### src/rtl/mem_lsu_if.sv
// mem_lsu_if
// Bundles the signals of the load/store unit: the request/response handshake
// toward the execute stage and the word-addressed memory port.
//   req_valid/req_ready   request handshake (transfer when both high)
//   req_we/req_funct3     store flag and RV32I width/sign code
//   req_addr/req_wdata    byte address and store data
//   resp_valid            one-cycle response pulse, no back-pressure
//   resp_rdata/resp_err   extended load data, rejection flag
//   mem_w_enable/r_enable memory write/read strobes
//   mem_addr              word index into the memory
//   mem_data_in/out       memory write data / registered read data
// Modports: slave = the LSU itself, master = the execute stage + memory side.
interface mem_lsu_if;
    logic        req_valid;
    logic        req_ready;
    logic        req_we;
    logic [2:0]  req_funct3;
    logic [31:0] req_addr;
    logic [31:0] req_wdata;
    logic        resp_valid;
    logic [31:0] resp_rdata;
    logic        resp_err;
    logic        mem_w_enable;
    logic        mem_r_enable;
    logic [31:0] mem_addr;
    logic [31:0] mem_data_in;
    logic [31:0] mem_data_out;

    modport slave (
        input  req_valid, req_we, req_funct3, req_addr, req_wdata, mem_data_out,
        output req_ready, resp_valid, resp_rdata, resp_err,
               mem_w_enable, mem_r_enable, mem_addr, mem_data_in
    );

    modport master (
        output req_valid, req_we, req_funct3, req_addr, req_wdata, mem_data_out,
        input  req_ready, resp_valid, resp_rdata, resp_err,
               mem_w_enable, mem_r_enable, mem_addr, mem_data_in
    );
endinterface

### src/rtl/mem_lsu.sv
// mem_lsu
// Load/store unit: takes one byte-addressed RV32I load or store per handshake,
// turns it into word accesses on a memory with two-cycle read latency and no
// byte enables (sub-word stores become read-modify-write), and returns the
// sign/zero-extended load data. Illegal, misaligned and out-of-range requests
// are answered with resp_err without touching memory.
// Ports:
//   clk    clock, all state changes on posedge
//   rst_n  asynchronous active-low reset
//   bus    mem_lsu_if.slave: request/response handshake and memory port
// Parameter:
//   MEM_DEPTH  memory depth in 32-bit words
module mem_lsu #(
    parameter int MEM_DEPTH = 128
) (
    input  logic     clk,
    input  logic     rst_n,
    mem_lsu_if.slave bus
);
    typedef enum logic [2:0] {IDLE, RD_A, RD_B, RD_C, WR, RESP} state_t;

    localparam logic [29:0] DEPTH_WORDS = 30'(MEM_DEPTH);
    localparam logic [2:0]  F3_B  = 3'b000;
    localparam logic [2:0]  F3_H  = 3'b001;
    localparam logic [2:0]  F3_W  = 3'b010;
    localparam logic [2:0]  F3_BU = 3'b100;
    localparam logic [2:0]  F3_HU = 3'b101;

    state_t      state, state_next;
    logic        we_q;
    logic [2:0]  funct3_q;
    logic [1:0]  lane_q;
    logic [15:0] wdata_q;
    logic [31:0] mem_addr_q;
    logic [31:0] mem_data_in_q;
    logic [31:0] resp_rdata_q;
    logic        resp_err_q;

    logic        funct_ok, align_ok, req_err, req_is_sw, accept;
    logic [7:0]  sel_byte;
    logic [15:0] sel_half;
    logic [31:0] load_data, merged_word;

    // Request legality, decoded straight from the live request fields; it only
    // steers the next state and the registers, never an output directly.
    always_comb begin
        // NOTE: every variable gets a default before the case so no latch is inferred.
        funct_ok = 1'b0;
        align_ok = 1'b0;
        case (bus.req_funct3)
            F3_B:    begin funct_ok = 1'b1;        align_ok = 1'b1;                        end
            F3_H:    begin funct_ok = 1'b1;        align_ok = !bus.req_addr[0];            end
            F3_W:    begin funct_ok = 1'b1;        align_ok = (bus.req_addr[1:0] == 2'b00); end
            F3_BU:   begin funct_ok = !bus.req_we; align_ok = 1'b1;                        end
            F3_HU:   begin funct_ok = !bus.req_we; align_ok = !bus.req_addr[0];            end
            default: ;
        endcase
        req_err = !(funct_ok && align_ok && (bus.req_addr[31:2] < DEPTH_WORDS));
    end

    assign req_is_sw = bus.req_we && (bus.req_funct3 == F3_W);
    assign accept    = (state == IDLE) && bus.req_valid;

    // NOTE: the asynchronous reset aborts any transfer in flight; sequential state uses <= only.
    always_ff @(posedge clk or negedge rst_n) begin
        if (!rst_n) state <= IDLE;
        else        state <= state_next;
    end

    always_comb begin
        state_next = state;
        case (state)
            IDLE: if (bus.req_valid) begin
                if (req_err)        state_next = RESP;
                else if (req_is_sw) state_next = WR;
                else                state_next = RD_A;
            end
            RD_A:    state_next = RD_B;
            RD_B:    state_next = RD_C;
            RD_C:    state_next = we_q ? WR : RESP;
            WR:      state_next = RESP;
            RESP:    state_next = IDLE;
            default: state_next = IDLE;
        endcase
    end

    // Lane extraction for loads and lane replacement for SB/SH, both working on
    // the word the memory presents while in RD_C.
    always_comb begin
        sel_byte  = bus.mem_data_out[{lane_q, 3'b000} +: 8];
        sel_half  = lane_q[1] ? bus.mem_data_out[31:16] : bus.mem_data_out[15:0];
        load_data = '0;
        case (funct3_q)
            F3_B:    load_data = {{24{sel_byte[7]}}, sel_byte};
            F3_H:    load_data = {{16{sel_half[15]}}, sel_half};
            F3_W:    load_data = bus.mem_data_out;
            F3_BU:   load_data = {24'h0, sel_byte};
            F3_HU:   load_data = {16'h0, sel_half};
            default: load_data = '0;
        endcase
        merged_word = bus.mem_data_out;
        if (funct3_q == F3_B) merged_word[{lane_q, 3'b000} +: 8]     = wdata_q[7:0];
        else                  merged_word[{lane_q[1], 4'b0000} +: 16] = wdata_q[15:0];
    end

    always_ff @(posedge clk or negedge rst_n) begin
        if (!rst_n) begin
            we_q          <= 1'b0;
            funct3_q      <= '0;
            lane_q        <= '0;
            wdata_q       <= '0;
            mem_addr_q    <= '0;
            mem_data_in_q <= '0;
            resp_rdata_q  <= '0;
            resp_err_q    <= 1'b0;
        end else begin
            if (accept) begin
                we_q     <= bus.req_we;
                funct3_q <= bus.req_funct3;
                lane_q   <= bus.req_addr[1:0];
                wdata_q  <= bus.req_wdata[15:0];
                // Rejected requests leave the memory port registers untouched.
                if (!req_err)              mem_addr_q    <= {2'b00, bus.req_addr[31:2]};
                if (!req_err && req_is_sw) mem_data_in_q <= bus.req_wdata;
            end
            if (state == RD_C && we_q) mem_data_in_q <= merged_word;
            // Response data/flag are loaded for the RESP cycle only and read 0 otherwise.
            resp_rdata_q <= (state == RD_C && !we_q) ? load_data : '0;
            resp_err_q   <= accept && req_err;
        end
    end

    assign bus.req_ready    = (state == IDLE);
    assign bus.resp_valid   = (state == RESP);
    assign bus.resp_rdata   = resp_rdata_q;
    assign bus.resp_err     = resp_err_q;
    assign bus.mem_r_enable = (state == RD_A);
    assign bus.mem_w_enable = (state == WR);
    assign bus.mem_addr     = mem_addr_q;
    assign bus.mem_data_in  = mem_data_in_q;
endmodule

### src/flat_wrapper.sv
// flat-port wrapper written by rule: the top's interface ports become plain ports
module mem_lsu_flat 
#(
    parameter int MEM_DEPTH = 128
)
  (clk, rst_n, bus_req_valid, bus_req_we, bus_req_funct3, bus_req_addr, bus_req_wdata, bus_mem_data_out, bus_req_ready, bus_resp_valid, bus_resp_rdata, bus_resp_err, bus_mem_w_enable, bus_mem_r_enable, bus_mem_addr, bus_mem_data_in);
  mem_lsu_if bus_i ();
  input  logic clk;
  input  logic rst_n;
  input wire logic [$bits(bus_i.req_valid)-1:0] bus_req_valid;
  input wire logic [$bits(bus_i.req_we)-1:0] bus_req_we;
  input wire logic [$bits(bus_i.req_funct3)-1:0] bus_req_funct3;
  input wire logic [$bits(bus_i.req_addr)-1:0] bus_req_addr;
  input wire logic [$bits(bus_i.req_wdata)-1:0] bus_req_wdata;
  input wire logic [$bits(bus_i.mem_data_out)-1:0] bus_mem_data_out;
  output wire logic [$bits(bus_i.req_ready)-1:0] bus_req_ready;
  output wire logic [$bits(bus_i.resp_valid)-1:0] bus_resp_valid;
  output wire logic [$bits(bus_i.resp_rdata)-1:0] bus_resp_rdata;
  output wire logic [$bits(bus_i.resp_err)-1:0] bus_resp_err;
  output wire logic [$bits(bus_i.mem_w_enable)-1:0] bus_mem_w_enable;
  output wire logic [$bits(bus_i.mem_r_enable)-1:0] bus_mem_r_enable;
  output wire logic [$bits(bus_i.mem_addr)-1:0] bus_mem_addr;
  output wire logic [$bits(bus_i.mem_data_in)-1:0] bus_mem_data_in;
  assign bus_i.req_valid = bus_req_valid;
  assign bus_i.req_we = bus_req_we;
  assign bus_i.req_funct3 = bus_req_funct3;
  assign bus_i.req_addr = bus_req_addr;
  assign bus_i.req_wdata = bus_req_wdata;
  assign bus_i.mem_data_out = bus_mem_data_out;
  assign bus_req_ready = bus_i.req_ready;
  assign bus_resp_valid = bus_i.resp_valid;
  assign bus_resp_rdata = bus_i.resp_rdata;
  assign bus_resp_err = bus_i.resp_err;
  assign bus_mem_w_enable = bus_i.mem_w_enable;
  assign bus_mem_r_enable = bus_i.mem_r_enable;
  assign bus_mem_addr = bus_i.mem_addr;
  assign bus_mem_data_in = bus_i.mem_data_in;
  mem_lsu #(.MEM_DEPTH(MEM_DEPTH)) u_core (.clk(clk), .rst_n(rst_n), .bus(bus_i));
endmodule
### config.mk
export PLATFORM = sky130hd
export DESIGN_NAME = mem_lsu_flat
export DESIGN_NICKNAME = d
export VERILOG_FILES = /design/src/rtl/mem_lsu_if.sv /design/src/rtl/mem_lsu.sv /design/src/flat_wrapper.sv
export SDC_FILE = /design/constraint.sdc
export NUM_CORES = 1
export LEC_CHECK = 0
export BUFFER_PORTS_ARGS = -buffer_cell sky130_fd_sc_hd__clkbuf_2
export CAP_MARGIN = 20
export CORE_MARGIN = 2
export CORE_UTILIZATION = 35
export DETAILED_ROUTE_END_ITERATION = 10
export HOLD_SLACK_MARGIN = 0.03
export SETUP_SLACK_MARGIN = 0.3
export SYNTH_ARGS = -nofsm -noshare
export SYNTH_HDL_FRONTEND = slang
export SYNTH_SLANG_ARGS = --single-unit
export TNS_END_PERCENT = 5
### constraint.sdc
create_clock -name clk -period 5 [get_ports clk]
set_clock_uncertainty 0.2 [all_clocks]
set_input_delay 0.25 -clock clk [delete_from_list [all_inputs] [get_ports clk]]
set_output_delay 0.25 -clock clk [all_outputs]
set_load 0.01 [all_outputs]
==> impl_metrics.csv, run 1 <==
group,metric,value,unit
sta,fmax,0.345,GHz
sta,setup_viol,0,
route,avgRoutedWirePerCell,18.2,um
setup_path,crit_arrival,2.99,ns
logic_synthesis,syn-instance-count,541,
sta,slew-limit-headroom,24.2,%
logic_synthesis,synth_cell_type_count,50,
placed_design,place_ws,1.87,ns
run,cap_violations,0,
floorplan,pin_count,204,
logic_synthesis,synth.most_common_cell,"dfrtp_1",
pwr,total_power,4.35,mW
pwr,swShare,36.5,%
logic_synthesis,synth_area_leaders,"dfrtp_1 (52%), nand2_1 (6.2%), mux2i_1 (5.9%)",
setup_path,crit_required,5.09,ns
grt,antenna_found_initial,0,
placed_design,portBuffers,201,
floorplan,dieArea,17500,um^2
logic_synthesis,synth.avg_cell_area,10.6,um^2
logic_synthesis,synth.top_cell.area_share,52.1,%
logic_synthesis,synth_edf_count,0,
floorplan,core_region_area,16000,um^2
pwr,comb_power_share,35.9,%
setup_path,startpoint_type,"register",
cts,cts_buffers,17,
setup_path,critPathBufInv,2,
pwr,power.leakage,4.36,nW
pwr,p_clk_share,29.9,%
logic_synthesis,synth_area,5760,um^2
layout,drive_above_1_share,31.3,%
setup_path,crit_chain,"nor3_4, nand2_2, nor4_4, buf_4, a21boi_4, buf_12, mux2_1",
placed_design,dp_hpwl,13.2,mm
sta,setup_ws,2.10,ns
layout,final_util,52.7,%
route,dr.pass1.iters,7,
floorplan,start_util,36.0,%
route,drc_errors,0,
layout,area_growth,46.4,%
setup_path,path_class,"reg2reg",
floorplan,die_w,132,um
route,via_per_inst,5.27,
cts,path_clk_slew,0.05,ns
route,vias,5495,
cts,clk_path_buf_depth,2,
cts,cts_htree_levels,4,
worst_hold_path,min_path_type,"in2reg",
setup_path,critPathCaptureType,"register",
pwr,peakVddDrop,0.312,mV
setup_path,slowest_stage,"dfrtp_1",
logic_synthesis,async_reset_ff_share,100,%
logic_synthesis,ys_ff_latch,120,
sta,fin_crit_sh,58.0,%
grt,grtUsageTotal,22.1,%
layout,diodes,0,
pwr,p_switching,1.59,mW
pwr,p_int,2.76,mW
logic_synthesis,synth_top_flop_cell,"dfrtp_1",
route,wl,19.0,mm
sta,worstMarginPinSlew,1.13,ns
status,status,"complete, no violations",
sta,finalHoldViolCount,0,
grt,grt_max_degree,73,
grt,grt_pass1_wl,30.2,mm
setup_path,crit_family,"simple AND/OR/NAND/NOR gates",
floorplan,core.rowCount,46,
logic_synthesis,yosys-top-cells-count,"dfrtp_1 (120), nand2_1 (95), a21oi_1 (52)",
cts,cts-root-buf,"clkbuf_16",
pwr,cellPowerDensity,516,nW/um^2
sta,rsz0062_at_grt,"no",
cts,cts_tree,"done",
pwr,seq_power_share,34.2,%
logic_synthesis,ys_warn_count,0,
grt,grt-ovfl-total,0,
layout,fill_cells,1475,
logic_synthesis,synth.largest_area_cell,"dfrtp_1",
setup_path,max_stage_delay,0.49,ns
placed_design,gp_congestion,0.898,
logic_synthesis,yosysSeqAreaShare,52.1,%
setup_path,crit_path_max_fanout,31,
sta,period_needed,2.90,ns
route,ant_nets,0,
route,drt_iter0_markers,526,
sta,drv_slew,0,
cts,clkLatencyLatePin,0.42,ns
cts,cts_sinks,120,
sta,tns,0,ns
floorplan,die_y,132,um
layout,final_nets,925,
grt,grt_pass1_vias,5683,
==> flip-flops by register name (all words and copies together) (netlist names) <==
signal and flops:
u_core.bus.resp_err 1, u_core.bus.mem_addr 30, u_core.bus.mem_data_in 32, u_core.funct3_q 3, u_core.bus.resp_rdata 32, u_core.we_q 1
u_core.state 3, u_core.lane_q 2, u_core.wdata_q 16
==> worst register-to-register path, cell delays in order (launching register included) <==
cell	delay [ns]
dfrtp_1	0.49
nor3_4	0.28
nand2_2	0.33
nor4_4	0.36
buf_4	0.38
a21boi_4	0.15
buf_12	0.23
mux2_1	0.35
==> layer usage <==
metal / vias up / part of all wire [%] / track usage [%]
li1: 2498 / - / -
met1: 2666 / 40 / 26.4
met2: 283 / 50 / 38.2
met3: 48 / 6.8 / 5.04
met4: 0 / 3.2 / 9.74
met5: - / 0 / 0
==> worst paths after layout <==
path,depth (start not counted),slack (ns),end,start
worst max-delay path,7,2.10,u_core.bus.mem_data_in[24],u_core.state[1]
min in group asynchronous,2,0.30,u_core.bus.resp_rdata[7],rst_n
worst min register to register,1,0.29,u_core.bus.mem_data_in[27],u_core.bus.mem_data_in[27]
max in group asynchronous,3,3.12,u_core.bus.mem_data_in[28],rst_n
worst min-delay path,3,0.05,u_core.bus.resp_rdata[14],bus_mem_data_out[14]
worst max register to register,7,2.10,u_core.bus.mem_data_in[24],u_core.state[1]
==> area by class of cell <==
| cell class | instances | area [um^2] | share of cell area [%] |
|---|---|---|---|
| clock buffers | 22 | 484 | 5.74 |
| clock inverters | 7 | 143 | 1.69 |
| well taps | 216 | 270 | 3.21 |
| multi-input cells | 366 | 2530 | 30.0 |
| repair buffers | 291 | 1920 | 22.8 |
| flip-flops and latches | 120 | 3000 | 35.6 |
| inverters | 21 | 78.8 | 0.935 |
==> repair_timing <==
action                    in CTS  in global routing
hold endpoints to repair     156                  0
buffers inserted               0                  0
hold buffers                  81                  0
gates resized for setup        0                  0
==> kinds of logic (layout without fill, tap and decap cells) <==
kind of cell | count (synthesis) | in the layout | synth area share [%]
simple gates | 164 | 164 | 13.8
compound gates | 130 | 130 | 16.8
flops | 120 | 120 | 52.1
mux | 64 | 64 | 11.8
buf+inv | 56 | 341 | 4.17
fa+ha+maj | 5 | 5 | 1.09
other cells | 1 | 2 | 0.0651
xor+xnor | 1 | 1 | 0.152
==> cells in the final DEF (no fill, tap or decap), types with 5 or more instances in the layout <==
master / synthesis / final
dlygate4sd3_1: 0 / 81
dfrtp_1: 120 / 120
nor2b_1: 25 / 25
mux2_1: 23 / 23
buf_4: 2 / 8
a222oi_1: 16 / 16
nor4_1: 6 / 6
a22oi_1: 13 / 13
nor2_1: 16 / 16
ha_1: 5 / 5
inv_1: 19 / 19
clkbuf_2: 0 / 200
a21oi_1: 52 / 52
clkbuf_16: 0 / 17
a221o_1: 16 / 16
a22o_1: 16 / 16
mux2_2: 7 / 7
nand2_1: 95 / 95
mux2i_1: 34 / 34
==> power groups by stage <==
stage                     clock, mW  combinational [mW]  sequential (mW)
final                          1.30                1.56             1.49
after global routing           1.36                1.70             1.52
after CTS                      1.32                1.51             1.48
after detailed placement          0                1.45             1.49
after global placement            0                1.41             1.49
after floorplan                   0               0.927             1.48
==> stage by stage <==
stage	hold slack, ns	cells	cell area (um^2)
final	0.0528	1043	8430
after global placement	0.225	930	6940
after CTS	0.0528	1040	8380
after global routing	0.0673	1043	8430
after floorplan	-0.246	542	5760
after detailed placement	0.243	930	6940
No activity file was read; power rests on OpenSTA's default activity.
==> inputs of run 2 (changes only) <==
Settings changed: ABC_AREA set to 1.
Clock period 5 ns to 3 ns, I/O delays scaled along.
==> impl_metrics.csv, run 2 <==
group,metric,value,unit
setup_path,crit_required,3.16,ns
logic_synthesis,ys_ff_latch,120,
setup_path,reg2reg_slack,0.40,ns
floorplan,die_w,143,um
floorplan,start_util,35.8,%
logic_synthesis,synth.largest_area_cell,"dfrtp_1",
floorplan,die_y,143,um
layout,layout_commonest_cell,"nand2_1",
worst_hold_path,min_path_type,"in2reg",
layout,diodes,0,
grt,antenna_found_initial,0,
sta,fmax,0.384,GHz
sta,period_needed,2.60,ns
sta,holdWs,0.0407,ns
status,status,"complete, no violations",
sta,fin_crit_sh,86.8,%
logic_synthesis,async_reset_ff_share,100,%
run,cap_violations,0,
logic_synthesis,synth_cell_type_count,33,
layout,final_nets,1298,
cts,cts-root-buf,"clkbuf_16",
setup_path,critPathCaptureType,"register",
logic_synthesis,syn-instance-count,928,
sta,worstMarginPinSlew,0.803,ns
route,dr.pass1.iters,5,
layout,mostFrequentLayoutCells,"nand2_1 (326), clkbuf_2 (200), nand3_1 (126), dfrtp_1 (120), inv_1 (81)",
sta,slew-limit-headroom,46.4,%
grt,grt_max_degree,97,
cts,cts_tree,"done",
logic_synthesis,synth.top_cell.area_share,44.7,%
cts,cts_sinks,120,
floorplan,pin_count,204,
sta,setup_viol,0,
sta,drv_slew,0,
setup_path,path_class,"reg2reg",
sta,rsz0062_at_grt,"yes",
route,via_per_inst,5.00,
floorplan,dieArea,20300,um^2
sta,tns,0,ns
pwr,peakVddDrop,0.400,mV
pwr,cellPowerDensity,782,nW/um^2
pwr,power.leakage,5.12,nW
logic_synthesis,synth_edf_count,0,
floorplan,core.rowCount,50,
sta,finalHoldViolCount,0,
cts,clkLatencyLatePin,0.42,ns
layout,drive_above_1_share,22.6,%
logic_synthesis,yosys-top-cells-count,"nand2_1 (326), nand3_1 (126), dfrtp_1 (120)",
route,avgRoutedWirePerCell,16.1,um
route,ant_nets,0,
placed_design,gp_congestion,0.922,
setup_path,crit_arrival,2.76,ns
grt,grtUsageTotal,22.9,%
placed_design,portBuffers,201,
logic_synthesis,synth_top_flop_cell,"dfrtp_1",
logic_synthesis,yosysSeqAreaShare,44.7,%
cts,cts_htree_levels,4,
logic_synthesis,synth_area_leaders,"dfrtp_1 (45%), nand2_1 (18%), nand3_1 (9.4%)",
logic_synthesis,synth.avg_cell_area,7.24,um^2
route,wl,23.2,mm
setup_path,crit_path_max_fanout,15,
route,drc_errors,0,
route,vias,7191,
setup_path,startpoint_type,"register",
grt,grt_pass1_vias,6799,
logic_synthesis,synth_area,6720,um^2
placed_design,dp_hpwl,16.1,mm
logic_synthesis,ys_warn_count,0,
grt,grt_pass1_wl,36.1,mm
logic_synthesis,synth.most_common_cell,"nand2_1",
cts,clk_path_buf_depth,2,
cts,path_clk_slew,0.06,ns
layout,area_growth,37.7,%
floorplan,core_region_area,18800,um^2
grt,grt-ovfl-total,0,
cts,cts_buffers,17,
route,drt_iter0_markers,498,
run 2: cell count changes in the layout (fill, tap and decap cells not counted), moves of 13 or more:
cell / change
a221o_1: -16
a222oi_1: -16
a22o_1: -16
a22oi_1: -13
inv_1: +62
mux2_1: -23
mux2i_1: -33
nand2_1: +231
nand3_1: +125
nor2_1: +25
nor2b_1: -25
o211ai_1: +24
o21ai_0: +22
run 2: power by group:
group / switching [mW] / leakage [nW] / total [mW] / internal, mW
logic: 2.08 / 3.21 / 3.07 / 0.996
registers: 0.210 / 1.63 / 2.10 / 1.89
clock network: 0.798 / 0.282 / 2.07 / 1.27
run 2: what timing repair did:
action / in CTS / in global routing
endpoints found under the setup margin: 0 / 12
buffers inserted: 0 / 0
hold endpoints to repair: 214 / 0
resized for setup: 0 / 1
hold buffers: 79 / 0
run 2: kinds of logic after synthesis:
family	synth area share [%]
AO/OA/AOI/OAI	11.0
adder cells (fa/ha/maj)	0.931
buffers and inverters	10.0
flip-flops	44.7
multiplexers	0.149
other	0.0558
AND/OR/NAND/NOR	33.2
run 2: layout make-up:
class | count | area, um^2
sequential | 120 | 3000
clock inverter | 13 | 144
fill | 1855 | 9510
multi-input combinational | 662 | 3050
clock buffer | 19 | 453
tap | 234 | 293
timing repair buffer | 299 | 1970
inverter | 90 | 338
run 2: path summary, 6_finish.rpt:
check	start	end	depth (start not counted)
setup / recovery	u_core.lane_q[0]	u_core.bus.mem_data_in[7]	9
hold / removal	bus_req_addr[29]	u_core.state[2]	7
setup reg to reg	u_core.lane_q[0]	u_core.bus.mem_data_in[7]	9
hold reg to reg	u_core.bus.mem_addr[26]	u_core.bus.mem_addr[26]	2
max in group asynchronous	rst_n	u_core.we_q	4
min in group asynchronous	rst_n	u_core.bus.mem_addr[15]	3
run 2: per-stage QoR:
stage / utilization (%) / worst slack [ns] / std cells / total power [mW] / cell area (um^2)
floorplan: - / 0.856 / 929 / 4.20 / 6720
global placement: 41.8 / 0.461 / 1325 / 5.05 / 7840
detailed placement: 41.8 / 0.428 / 1325 / 5.04 / 7840
CTS: 49.2 / 0.404 / 1436 / 7.23 / 9230
global route: 49.3 / 0.209 / 1437 / 7.72 / 9260
finish: 49.3 / 0.397 / 1437 / 7.24 / 9260
run 2: metal layers:
| metal | vias up | GRT usage (%) | share of wire [%] |
|---|---|---|---|
| li1 | 3528 | - | - |
| met1 | 3330 | 32.5 | 46 |
| met2 | 302 | 33.8 | 44 |
| met3 | 31 | 5.72 | 8.2 |
| met4 | 0 | 8.08 | 2.1 |
| met5 | - | 0 | 0 |
run 2: worst max-delay path: stages (launching register included):
cell     delay, ns
dfrtp_1       0.45
inv_1         0.41
ha_1          0.36
nor2_1        0.44
nand4_1       0.19
nand2_1       0.11
nand3_1       0.12
nand2_1       0.10
nand3_1       0.07
nand2_1       0.09
==> inputs of run 3 (changes only) <==
Settings changed: ABC_AREA 1 to not set.
==> impl_metrics.csv, run 3 (synthesized netlist as in run 1, its figures left out) <==
group,metric,value,unit
grt,grt_max_degree,56,
worst_hold_path,min_path_type,"in2async",
grt,top_usage_layer,"met2",
setup_path,r2r_cells,5,
layout,fill_cells,1459,
pwr,swShare,37.6,%
setup_path,startpoint,"u_core.state[2]",
cts,path_clk_slew,0.06,ns
layout,stdcell_area,8510,um^2
grt,grtUsageTotal,22.2,%
layout,drive_above_1_share,32.2,%
floorplan,start_util,36.0,%
pwr,seq_power_share,34.0,%
sta,period_needed,2.68,ns
route,vias,5568,
grt,grt_use_met1,26.8,%
sta,fin_crit_sh,89.3,%
pwr,p_switching,2.73,mW
cts,cts_setup_buffers,0,
run,cap_violations,0,
setup_path,crit_required,3.15,ns
pwr,cellPowerDensity,853,nW/um^2
cts,cts_sinks,120,
layout,layout_commonest_cell,"clkbuf_2",
grt,grt_pass1_vias,5696,
setup_path,r2r_start,"u_core.state[2]",
cts,clk_path_buf_depth,2,
placed_design,place_area,7040,um^2
floorplan,core_region_area,16000,um^2
pwr,comb_power_share,36.0,%
grt,grt_use_met2,38.3,%
sta,setup_viol,0,
route,drc_errors,0,
sta,worstMarginPinSlew,0.833,ns
sta,drv_slew,0,
layout,mostFrequentLayoutCells,"clkbuf_2 (200), dfrtp_1 (120), nand2_1 (95), dlygate4sd3_1 (82), a21oi_1 (52)",
sta,fmax,0.373,GHz
placed_design,gp_congestion,0.884,
setup_path,crit_arrival,2.83,ns
grt,gr-usage-met3,4.42,%
setup_path,startpoint_type,"register",
pwr,total_power,7.26,mW
route,ant_nets,0,
floorplan,core.rowCount,46,
floorplan,pin_count,204,
pwr,p_clk_share,30.0,%
sta,finalHoldViolCount,0,
setup_path,path_class,"reg2reg",
grt,grt_pass1_wl,30.2,mm
placed_design,dp_hpwl,13.4,mm
cts,clkLatencyLatePin,0.42,ns
sta,slew-limit-headroom,44.4,%
floorplan,die_w,132,um
layout,final_nets,933,
floorplan,dieArea,17500,um^2
cts,cts_tree,"done",
placed_design,portBuffers,201,
setup_path,crit_path_max_fanout,16,
layout,area_growth,47.7,%
cts,cts_buffers,17,
setup_path,critPathCaptureType,"register",
cts,cts_htree_levels,4,
sta,rsz0062_at_grt,"yes",
layout,final_util,53.2,%
layout,diodes,0,
pwr,power.leakage,4.40,nW
route,dr.pass1.iters,7,
route,avgRoutedWirePerCell,18.3,um
grt,grt-ovfl-total,0,
grt,antenna_found_initial,0,
status,status,"complete, no violations",
pwr,p_int,4.53,mW
floorplan,die_y,132,um
route,via_per_inst,5.28,
pwr,peakVddDrop,0.493,mV
route,wl,19.3,mm
sta,tns,0,ns
sta,holdWs,0.0827,ns
cts,cts-root-buf,"clkbuf_16",
route,drt_iter0_markers,517,
-- run 3: cell types whose count changed in the layout (fill, tap and decap cells not counted), moves of 22 or more --
cell	before	now
inv_1	81	19
mux2_1	0	23
mux2i_1	1	34
nand2_1	326	95
nand3_1	126	1
nor2_1	41	16
nor2b_1	0	25
o211ai_1	26	2
o21ai_0	26	4
-- run 3: worst max-delay path, stage by stage, from the launching register on --
cell      delay, ns
dfrtp_1        0.45
and2b_1        0.29
nand3_2        0.40
a21oi_1        0.82
a222oi_1       0.26
mux2i_1        0.19
-- run 3: timing repair --
action	4_1_cts	5_1_grt
hold buffers	82	0
endpoints found under the hold margin	140	0
setup endpoints to repair	0	20
gates resized for setup	0	2
-- run 3: area by class of cell --
type	count	area, um^2	share of cell area [%]
sequential	120	3000	35.3
inverter	21	78.8	0.927
timing repair buffer	299	1990	23.4
multi-input combinational	366	2540	29.9
clock buffer	17	425	5.00
tap	216	270	3.18
clock inverter	15	199	2.34
-- run 3: final timing paths --
| check | slack (ns) | to |
|---|---|---|
| worst max register to register | 0.32 | u_core.bus.mem_data_in[16] |
| max in group asynchronous | 1.77 | u_core.bus.mem_addr[9] |
| worst max-delay path | 0.32 | u_core.bus.mem_data_in[16] |
| worst min register to register | 0.29 | u_core.bus.mem_addr[1] |
| min in group clk | 0.13 | u_core.state[0] |
| worst min-delay path | 0.08 | u_core.bus.mem_data_in[17] |
-- run 3: through the flow --
stage | setup slack [ns] | std cells
3_3_place_gp | 0.400 | 938
3_5_place_dp | 0.343 | 938
2_1_floorplan | 0.755 | 542
5_1_grt | 0.232 | 1054
4_1_cts | 0.324 | 1052
6_report | 0.321 | 1054
-- run 3: metal layers --
layer  vias up  part of all wire [%]
li1       2530                     -
met1      2697                    40
met2       291                    50
met3        50                   6.8
met4         0                   3.3
met5         -                     0
-- run 3: power by group through the flow --
stage | registers (mW) | clock network (mW) | logic (mW)
6_report | 2.47 | 2.18 | 2.61
5_1_grt | 2.52 | 2.28 | 2.85
4_1_cts | 2.46 | 2.19 | 2.56
3_5_place_dp | 2.49 | 0 | 2.46
3_3_place_gp | 2.48 | 0 | 2.40
2_1_floorplan | 2.46 | 0 | 1.54
